<file path="src/rtl/mem_pkg.sv">
`default_nettype none
// ============================================================================
// Module      : mem_pkg
// Description : Shared constants for the single-port RAM block.
//               It provides the FSM state encoding and the default geometry.
// Ports       : none (package)
// Revision    : 1.0 - initial release
// ============================================================================
package mem_pkg;

  // Default geometry used by the RAM top when no override is given.
  localparam int unsigned C_ADDR_WIDTH = 6;
  localparam int unsigned C_DATA_WIDTH = 16;

  // FSM state encoding. The width is kept explicit so that the encoding
  // can grow without touching the state registers.
  localparam int unsigned C_STATE_W = 1;
  localparam logic [C_STATE_W-1:0] ST_INIT  = 1'b0;
  localparam logic [C_STATE_W-1:0] ST_READY = 1'b1;

endpackage : mem_pkg
`default_nettype wire

</file>
<file path="src/rtl/ram_sp_array.sv">
`default_nettype none
// ============================================================================
// Module      : ram_sp_array
// Description : DEPTH x DATA_WIDTH storage array with one write port and one
//               registered read port. It has no reset, so the array can map
//               onto a RAM macro.
// Ports       : clk      - clock, rising edge
//               we_i     - write enable
//               waddr_i  - write address
//               wdata_i  - write data
//               re_i     - read enable; loads rdata_o at the next edge
//               raddr_i  - read address
//               rdata_o  - registered read data; holds while re_i = 0
// Revision    : 1.0 - initial release
// ============================================================================
module ram_sp_array #(
  parameter int unsigned ADDR_WIDTH = 6,
  parameter int unsigned DATA_WIDTH = 16,
  parameter int unsigned DEPTH      = 2**ADDR_WIDTH
) (
  input  logic                  clk,
  input  logic                  we_i,
  input  logic [ADDR_WIDTH-1:0] waddr_i,
  input  logic [DATA_WIDTH-1:0] wdata_i,
  input  logic                  re_i,
  input  logic [ADDR_WIDTH-1:0] raddr_i,
  output logic [DATA_WIDTH-1:0] rdata_o
);

  logic [DATA_WIDTH-1:0] mem_q [DEPTH];
  logic [DATA_WIDTH-1:0] rdata_q;

  // Callers only enable a port for an address below DEPTH.
  always_ff @(posedge clk) begin
    if (we_i) begin
      mem_q[waddr_i] <= wdata_i;
    end
    if (re_i) begin
      rdata_q <= mem_q[raddr_i];
    end
  end

  assign rdata_o = rdata_q;

endmodule : ram_sp_array
`default_nettype wire

</file>
<file path="src/rtl/ram_sp_init.sv">
`default_nettype none
// ============================================================================
// Module      : ram_sp_init
// Description : Single-port synchronous RAM with a valid/ready request port,
//               one-cycle registered read response and a hardware sequencer
//               that writes INIT_VAL to every word after reset or on
//               init_start.
// Ports       : clk        - clock, rising edge
//               rst_n      - asynchronous active-low reset
//               req_valid  - request present
//               req_ready  - request accepted this cycle (ready state)
//               req_we     - 1 = write, 0 = read
//               req_addr   - word address
//               req_wdata  - write data
//               rsp_valid  - one-cycle pulse: rsp_rdata/rsp_err valid
//               rsp_rdata  - read data (0 for out-of-range reads)
//               rsp_err    - read address was >= DEPTH
//               init_start - pulse: rerun the clear sequence
//               busy       - clear sequence in progress
// Revision    : 1.0 - initial release
// ============================================================================
module ram_sp_init
  import mem_pkg::*;
#(
  parameter int unsigned           ADDR_WIDTH = C_ADDR_WIDTH,
  parameter int unsigned           DATA_WIDTH = C_DATA_WIDTH,
  parameter int unsigned           DEPTH      = 2**ADDR_WIDTH,
  parameter logic [DATA_WIDTH-1:0] INIT_VAL   = '0
) (
  input  logic                  clk,
  input  logic                  rst_n,
  input  logic                  req_valid,
  output logic                  req_ready,
  input  logic                  req_we,
  input  logic [ADDR_WIDTH-1:0] req_addr,
  input  logic [DATA_WIDTH-1:0] req_wdata,
  output logic                  rsp_valid,
  output logic [DATA_WIDTH-1:0] rsp_rdata,
  output logic                  rsp_err,
  input  logic                  init_start,
  output logic                  busy
);

  // The counter is one bit wider than the address so that a full
  // 2**ADDR_WIDTH array still reaches its last index without wrapping.
  localparam logic [ADDR_WIDTH:0] C_DEPTH_EXT = (ADDR_WIDTH+1)'(DEPTH);
  localparam logic [ADDR_WIDTH:0] C_LAST_IDX  = (ADDR_WIDTH+1)'(DEPTH - 1);

  logic [C_STATE_W-1:0]  state_q, state_d;
  logic [ADDR_WIDTH:0]   cnt_q, cnt_d;
  logic                  rsp_valid_q;
  logic                  rsp_err_q;
  logic                  rsp_zero_q;

  logic                  in_init;
  logic                  in_range;
  logic                  accept;
  logic                  wr_acc;
  logic                  rd_acc;
  logic                  arr_we;
  logic [ADDR_WIDTH-1:0] arr_waddr;
  logic [DATA_WIDTH-1:0] arr_wdata;
  logic [DATA_WIDTH-1:0] arr_rdata;

  assign in_init   = (state_q == ST_INIT);
  assign busy      = in_init;
  assign req_ready = ~in_init;
  assign in_range  = ({1'b0, req_addr} < C_DEPTH_EXT);
  assign accept    = req_valid & req_ready;
  assign wr_acc    = accept &  req_we & in_range;
  assign rd_acc    = accept & ~req_we & in_range;

  // --------------------------------------------------------------------------
  // Sequencer FSM: walk the array once, then serve requests.
  // --------------------------------------------------------------------------
  always_comb begin
    state_d = state_q;
    cnt_d   = cnt_q;
    case (state_q)
      ST_INIT: begin
        cnt_d = cnt_q + 1'b1;
        if (cnt_q == C_LAST_IDX) begin
          state_d = ST_READY;
          cnt_d   = '0;
        end
      end
      ST_READY: begin
        if (init_start) begin
          state_d = ST_INIT;
          cnt_d   = '0;
        end
      end
      default: begin
        state_d = ST_INIT;
        cnt_d   = '0;
      end
    endcase
  end

  always_ff @(posedge clk or negedge rst_n) begin
    if (!rst_n) begin
      state_q <= ST_INIT;
      cnt_q   <= '0;
    end else begin
      state_q <= state_d;
      cnt_q   <= cnt_d;
    end
  end

  // --------------------------------------------------------------------------
  // Write-port mux: the sequencer owns the array while it is clearing.
  // --------------------------------------------------------------------------
  always_comb begin
    arr_we    = wr_acc;
    arr_waddr = req_addr;
    arr_wdata = req_wdata;
    if (in_init) begin
      arr_we    = 1'b1;
      arr_waddr = cnt_q[ADDR_WIDTH-1:0];
      arr_wdata = INIT_VAL;
    end
  end

  ram_sp_array #(
    .ADDR_WIDTH (ADDR_WIDTH),
    .DATA_WIDTH (DATA_WIDTH),
    .DEPTH      (DEPTH)
  ) u_array (
    .clk     (clk),
    .we_i    (arr_we),
    .waddr_i (arr_waddr),
    .wdata_i (arr_wdata),
    .re_i    (rd_acc),
    .raddr_i (req_addr),
    .rdata_o (arr_rdata)
  );

  // --------------------------------------------------------------------------
  // Response registers. The array read register has no reset, so a zero
  // flag masks its output after reset and after an out-of-range read; the
  // flag and the array register only change on a read accept, which keeps
  // rsp_rdata/rsp_err stable between responses.
  // --------------------------------------------------------------------------
  always_ff @(posedge clk or negedge rst_n) begin
    if (!rst_n) begin
      rsp_valid_q <= 1'b0;
      rsp_err_q   <= 1'b0;
      rsp_zero_q  <= 1'b1;
    end else begin
      rsp_valid_q <= accept & ~req_we;
      if (accept & ~req_we) begin
        rsp_err_q  <= ~in_range;
        rsp_zero_q <= ~in_range;
      end
    end
  end

  assign rsp_valid = rsp_valid_q;
  assign rsp_err   = rsp_err_q;
  assign rsp_rdata = rsp_zero_q ? '0 : arr_rdata;

endmodule : ram_sp_init
`default_nettype wire

</file>
<file path="config.mk">
export PLATFORM = sky130hd
export DESIGN_NAME = ram_sp_init
export DESIGN_NICKNAME = d
export VERILOG_FILES = /design/src/rtl/mem_pkg.sv /design/src/rtl/ram_sp_array.sv /design/src/rtl/ram_sp_init.sv
export SDC_FILE = /design/constraint.sdc
export NUM_CORES = 1
export LEC_CHECK = 0
export CAP_MARGIN = 20
export CORE_ASPECT_RATIO = 1.25
export CORE_MARGIN = 8
export CORE_UTILIZATION = 50
export DETAILED_ROUTE_END_ITERATION = 10
export PLACE_DENSITY = 0.75
export SYNTH_ARGS = -nofsm -noshare
export SYNTH_HDL_FRONTEND = slang
export SYNTH_SLANG_ARGS = --single-unit
</file>
<file path="constraint.sdc">
create_clock -name clk -period 3.1 [get_ports clk]
set_input_delay 0.93 -clock clk [delete_from_list [all_inputs] [get_ports clk]]
set_output_delay 0.93 -clock clk [all_outputs]
set_load 0.1 [all_outputs]
</file>
# Yosys cells after proc, flatten, opt, wreduce, memory -nomap -nowiden
# Memories as Yosys holds them, arrays and structs flattened. A register that Yosys moved wholly into a read port is not among the register bits.
# Index checks and enable logic that the tools add are counted.
[totals] regBits=10 ramBits=1024 input_bits=27 elab_cells=25 memories=1
[op_classes] n_addsub=1 eq_ne=2 n_mux=12 bitwise=5
[memory_table] memory="u_array.mem_q" words=64 width=16 read_ports=1 rd_clocked_by_memory_dff=1 wr=1 line_no="ram_sp_array.sv:30" source="logic [DATA_WIDTH-1:0] mem_q [DEPTH];"
[ops] cell="two-way mux 16 bit" n=2
[ops] cell="two-way mux 7 bit" n=2
[ops] cell="case mux 7 bit (2 select lines)" n=1
[ops] cell="adder 7 x 1 -> 7 bit (second input constant)" n=1
[ops] cell="== test 7 x 6 -> 1 bit (second input constant)" n=1
[ops] cell="two-way mux 6 bit" n=1
[ops] cell="two-way mux 1 bit" n=5
[ops] cell="bitwise AND 1 bit" n=3
[ops] cell="inequality test 2 bit (second input constant)" n=1
[ops] cell="inverter 1 bit" n=2
[ops] cell="case mux 1 bit (2 select lines)" n=1

# Longest topological paths before layout
[logic_depth] ltp_word=5 ltp_mapped=10

# Hierarchy
# From an unflattened synthesis, not the netlist that was laid out.
[unflattened] cells_unflattened=1917 hier_area_um2=40981.8
[modules_own_cells] mod="ram_sp_array" n_inst=1 cells_each=1829 area_each_um2=40202.3 seq_area_each_um2=31230.0
[modules_own_cells] mod="ram_sp_init" n_inst=1 cells_each=88 area_each_um2=779.5 seq_area_each_um2=251.5

# Worst setup path before layout
# Ideal clock, no wire load.
[synth_timing] path_kind="register to register" startpoint="register state_q (netlist: req_ready)" endpoint="memory u_array.mem_q[16][0], enable pin" arrival_ns=3.659 t_required_ns=2.712 setup_slack_ns=-0.947 stages_incl_launch_ff=6 synth_period_minus_slack_ns=4.047 cell_sequence="dfrtp_1 clkinv_1 or3_1 o31ai_1 nand2_2 nor2_1"
[synth_via] elab_chain_len=5 elab_cells_between_ends=6 classes_between="mux (4); bitwise (2)"
[synth_rtl] item="from (decl)" line_no="ram_sp_init.sv:49" source="logic [C_STATE_W-1:0] state_q, state_d;"
[synth_rtl] item="from (signal assigned)" line_no="ram_sp_init.sv:105" source="state_q <= state_d;"
[synth_rtl] item="bitwise AND 1 bit" line_no="ram_sp_init.sv:69" source="assign accept = req_valid & req_ready;"
[synth_rtl] item="bitwise AND 1 bit" line_no="ram_sp_init.sv:70" source="assign wr_acc = accept & req_we & in_range;"
[synth_rtl] item="two-way mux 1 bit" line_no="ram_sp_init.sv:117" source="if (in_init) begin"
[synth_rtl] item="two-way mux 1 bit" line_no="ram_sp_array.sv:35" source="if (we_i) begin"
[synth_rtl] item="two-way mux 1 bit (implied by the code)" line_no="ram_sp_array.sv:36" source="mem_q[waddr_i] <= wdata_i;"
[synth_rtl] item="to (decl)" line_no="ram_sp_array.sv:30"
# Several ways; a longest one is shown, not always the timed one.

# Worst setup path in the final report
[layout_timing] startpoint="register rsp_zero_q" endpoint="output port rsp_rdata[3]"
[layout_via] elab_chain_len=1
[layout_rtl] item="from (decl)" line_no="ram_sp_init.sv:53" source="logic rsp_zero_q;"
[layout_rtl] item="from (signal assigned)" line_no="ram_sp_init.sv:153" source="rsp_zero_q <= ~in_range;"
[layout_rtl] item="two-way mux 16 bit" line_no="ram_sp_init.sv:160" source="assign rsp_rdata = rsp_zero_q ? '0 : arr_rdata;"
[layout_rtl] item="to (decl)" line_no="ram_sp_init.sv:38" source="output logic [DATA_WIDTH-1:0] rsp_rdata,"
# Every way passes these cells.

==> impl_metrics.sql <==
INSERT INTO impl_metrics (metric_group, metric, value, unit) VALUES
('timing', 'fmax', '355', 'MHz'),
('setup_path', 'worstReg2RegStart', 'req_ready$_DFF_PN0_', ''),
('clock_tree', 'postCtsHoldBufs', '0', ''),
('logic_synthesis', 'synth_top_area_cell', 'edfxtp_1', ''),
('logic_synthesis', 'post_synth_instance_area', '0.0407', 'sq mm'),
('route', 'detail_route.wl_per_cell', '30.2', 'um'),
('setup_path', 'worstSetupStartpointType', 'flop', ''),
('grt', 'largest_net_degree_at_the_start_of_global_routing', '65', ''),
('route', 'route.antenna.remaining_nets', '0', ''),
('place', 'placed_cells', '3089', ''),
('timing', 'worst_pin_slew', '0.723', 'ns'),
('power_and_ir_drop', 'power.share.combinational', '16.0', '%'),
('run_status', 'outcome', 'finished clean', ''),
('final_layout', 'antenna_cells', '0', ''),
('hold_path', 'min_delay_worst_endpoint', 'cnt_q[6]$_DFFE_PN0P_', ''),
('place', 'placement.setup.worst_slack', '-0.144', 'ns'),
('timing', 'relSlewSlack', '51.8', '%'),
('timing', 'final.setup_skew', '0.0241', 'ns'),
('timing', 'final-hold-violation-count', '0', ''),
('clock_tree', 'cts_setup_buffers', '0', ''),
('setup_path', 'slowest_stage', 'dfstp_2', ''),
('grt', 'vias_in_the_first_global_route', '21233', ''),
('route', 'routed_via_density', '6.33', ''),
('logic_synthesis', 'yosys.area_share.simple', '2.42', '%'),
('power_and_ir_drop', 'power_switching_share', '25.9', '%'),
('grt', 'globalRoute.totalOverflow', '0', ''),
('floorplan', 'fp.coreArea', '0.0810', 'sq mm'),
('logic_synthesis', 'post_synth.cell_area_avg', '22.1', 'sq um'),
('power_and_ir_drop', 'netSwitchingPower', '0.00905', 'W'),
('setup_path', 'critical_path_arrival', '1.89', 'ns'),
('place', 'routabilityCongestion', '0.928', ''),
('timing', 'slew_violations', '0', ''),
('timing', 'finalSetupViolCount', '0', ''),
('logic_synthesis', 'synthXorXnorAreaFrac', '0.0431', '%'),
('floorplan', 'io_pins', '47', ''),
('place', 'port_buffers', '45', ''),
('floorplan', 'fp.dieH', '335', 'um'),
('timing', 'rsz_0062_raised_after_global_routing', 'false', ''),
('route', 'drt_pass1_iterations', '5', ''),
('final_layout', 'nFillCells', '5377', ''),
('setup_path', 'critical_path.max_stage_delay', '0.80', 'ns'),
('logic_synthesis', 'mappedNetlistNets', '1867', ''),
('power_and_ir_drop', 'power.leakage', '15.5', 'nW'),
('power_and_ir_drop', 'intPower', '0.0259', 'W'),
('clock_tree', 'cts-htree-levels', '3', ''),
('setup_path', 'crit_chain', 'nor2b_1 > buf_4', ''),
('clock_tree', 'max-clock-path-buffers', '3', ''),
('power_and_ir_drop', 'cellPowerDensity', '730', 'mW/mm^2'),
('route', 'vias', '20605', ''),
('logic_synthesis', 'muxShareOfSynthArea', '15.9', '%'),
('logic_synthesis', 'synthArstFlopShare', '0.952', '%'),
('floorplan', 'dieArea', '0.0908', 'sq mm'),
('place', 'dp_hpwl', '59000', 'um'),
('grt', 'global_route_usage_over_all_layers', '21.5', '%'),
('logic_synthesis', 'postSynthCellCount', '1839', ''),
('final_layout', 'area.growth.synth_to_final', '17.7', '%'),
('grt', 'initial_antenna_violation_count', '2', ''),
('clock_tree', 'clkTransAtPathRegs', '0.07', 'ns'),
('clock_tree', 'cts_sinks', '1050', ''),
('final_layout', 'layoutNonFillerInstCount', '3256', ''),
('route', 'postRouteWirelength', '98200', 'um'),
('route', 'drt_drc_violations_left', '0', ''),
('setup_path', 'timing.setup.critical_path_class', 'reg -> out', ''),
('setup_path', 'r2r_end', 'u_array.mem_q[51][6]$_DFFE_PP_', ''),
('final_layout', 'multi_input_gate_area', '0.00869', 'sq mm'),
('power_and_ir_drop', 'seq_power_share', '51.8', '%'),
('hold_path', 'worstHoldPathType', 'reg -> reg', ''),
('logic_synthesis', 'main_combinational_cell_family_by_area_after_synthesis', 'multiplexers', ''),
('timing', 'worst_hold_slack', '0.513', 'ns'),
('logic_synthesis', 'synth-adder-area-share', '0.0308', '%'),
('final_layout', 'post_route_cells_drive_above_1_share', '33.6', '%');
[cell usage in the layout, fill, tap and decap left out, types with 2 or more instances in the layout]
master	n
clkbuf_1	16
a21oi_1	20
nor2_1	39
o22ai_1	9
buf_8	2
mux4_2	271
inv_6	6
clkbuf_16	91
bufinv_16	10
mux2i_1	36
clkinvlp_4	5
dfrtp_1	8
nand2_1	60
buf_12	99
nand2_2	2
nor2b_1	35
o211ai_1	2
and2_2	16
nand3_1	7
o221ai_1	15
nand2b_1	2
a211oi_1	24
o21ai_0	19
buf_4	157
o32ai_1	3
clkinv_1	19
clkdlybuf4s50_1	21
clkinv_8	2
a22o_1	2
a32o_1	6
a31oi_1	7
clkinv_2	17
edfxtp_1	1040
o21a_1	2
or3_1	2
nor2_2	50
o31ai_1	19
o21ai_1	19
[worst max-delay path: cells and delay by family (launching register included)]
kind / cells / cell delay, ns
DFF: 1 / 0.80
buffers and inverters: 1 / 0.26
and+or+nand+nor: 1 / 0.15
[power by group through the flow]
stage                     Clock, W  Sequential, W  Combinational, W
final                       0.0112         0.0181           0.00559
after global routing        0.0118         0.0182           0.00583
after CTS                   0.0113         0.0181           0.00557
after detailed placement         0         0.0184           0.00551
after global placement           0         0.0183           0.00534
after floorplan                  0         0.0183           0.00288
[flip-flops by register name, summed over array words and instances, names as in the netlist]
name             flops
u_array.rdata_o     16
cnt_q                7
req_ready            1
rsp_zero_q           1
u_array.mem_q     1024
rsp_valid            1
[kinds of logic (layout without fill, tap and decap cells)]
group | Yosys count | after routing
XOR/XNOR | 2 | 2
AND/OR/NAND/NOR | 218 | 218
other | 1 | 1
flip-flops | 1050 | 1050
multiplexers | 308 | 308
AO/OA/AOI/OAI | 156 | 156
buffers and inverters | 103 | 449
adder cells (fa/ha/maj) | 1 | 1
[final cells by class]
cell class,count,share of cell area [%]
Clock buffer,107,4.88
Clock inverter,59,1.22
Inverter,3,0.0261
Multi-Input combinational cell,686,18.2
Sequential cell,1050,65.8
Tap cell,1071,2.80
Timing Repair Buffer,280,7.12
[worst max path at each step]
stage / endpoint / slack [ns] / depth (start not counted)
global route: rsp_rdata[3] / 0.25 / 2
floorplan: u_array.mem_q[47][0]$_DFFE_PP_ / -0.15 / 8
finish: rsp_rdata[3] / 0.28 / 2
global placement: u_array.rdata_o[11]$_DFFE_PP_ / -0.17 / 6
CTS: rsp_rdata[3] / 0.27 / 2
detailed placement: u_array.rdata_o[11]$_DFFE_PP_ / -0.14 / 7
[stage by stage]
stage	util (%)	power [W]	setup TNS, ns	cell area (sq um)
after global placement	55.5	0.0236	-0.280	44900
after CTS	59.1	0.0350	0	47800
after detailed placement	55.5	0.0239	-0.400	44900
after floorplan	-	0.0212	-21.26	40800
final	59.1	0.0349	0	47900
after global routing	59.1	0.0358	0	47900
[layer usage]
metal	routed length (um)	share of wire, %	GRT usage (%)	vias up
met5	0	0	0	-
met4	4210	4.3	9.44	0
met3	8510	8.7	4.10	181
met2	50600	52	36.9	1223
met1	34900	36	26.7	10924
li1	-	-	-	8277
No activity file was read; power rests on OpenSTA's default activity.
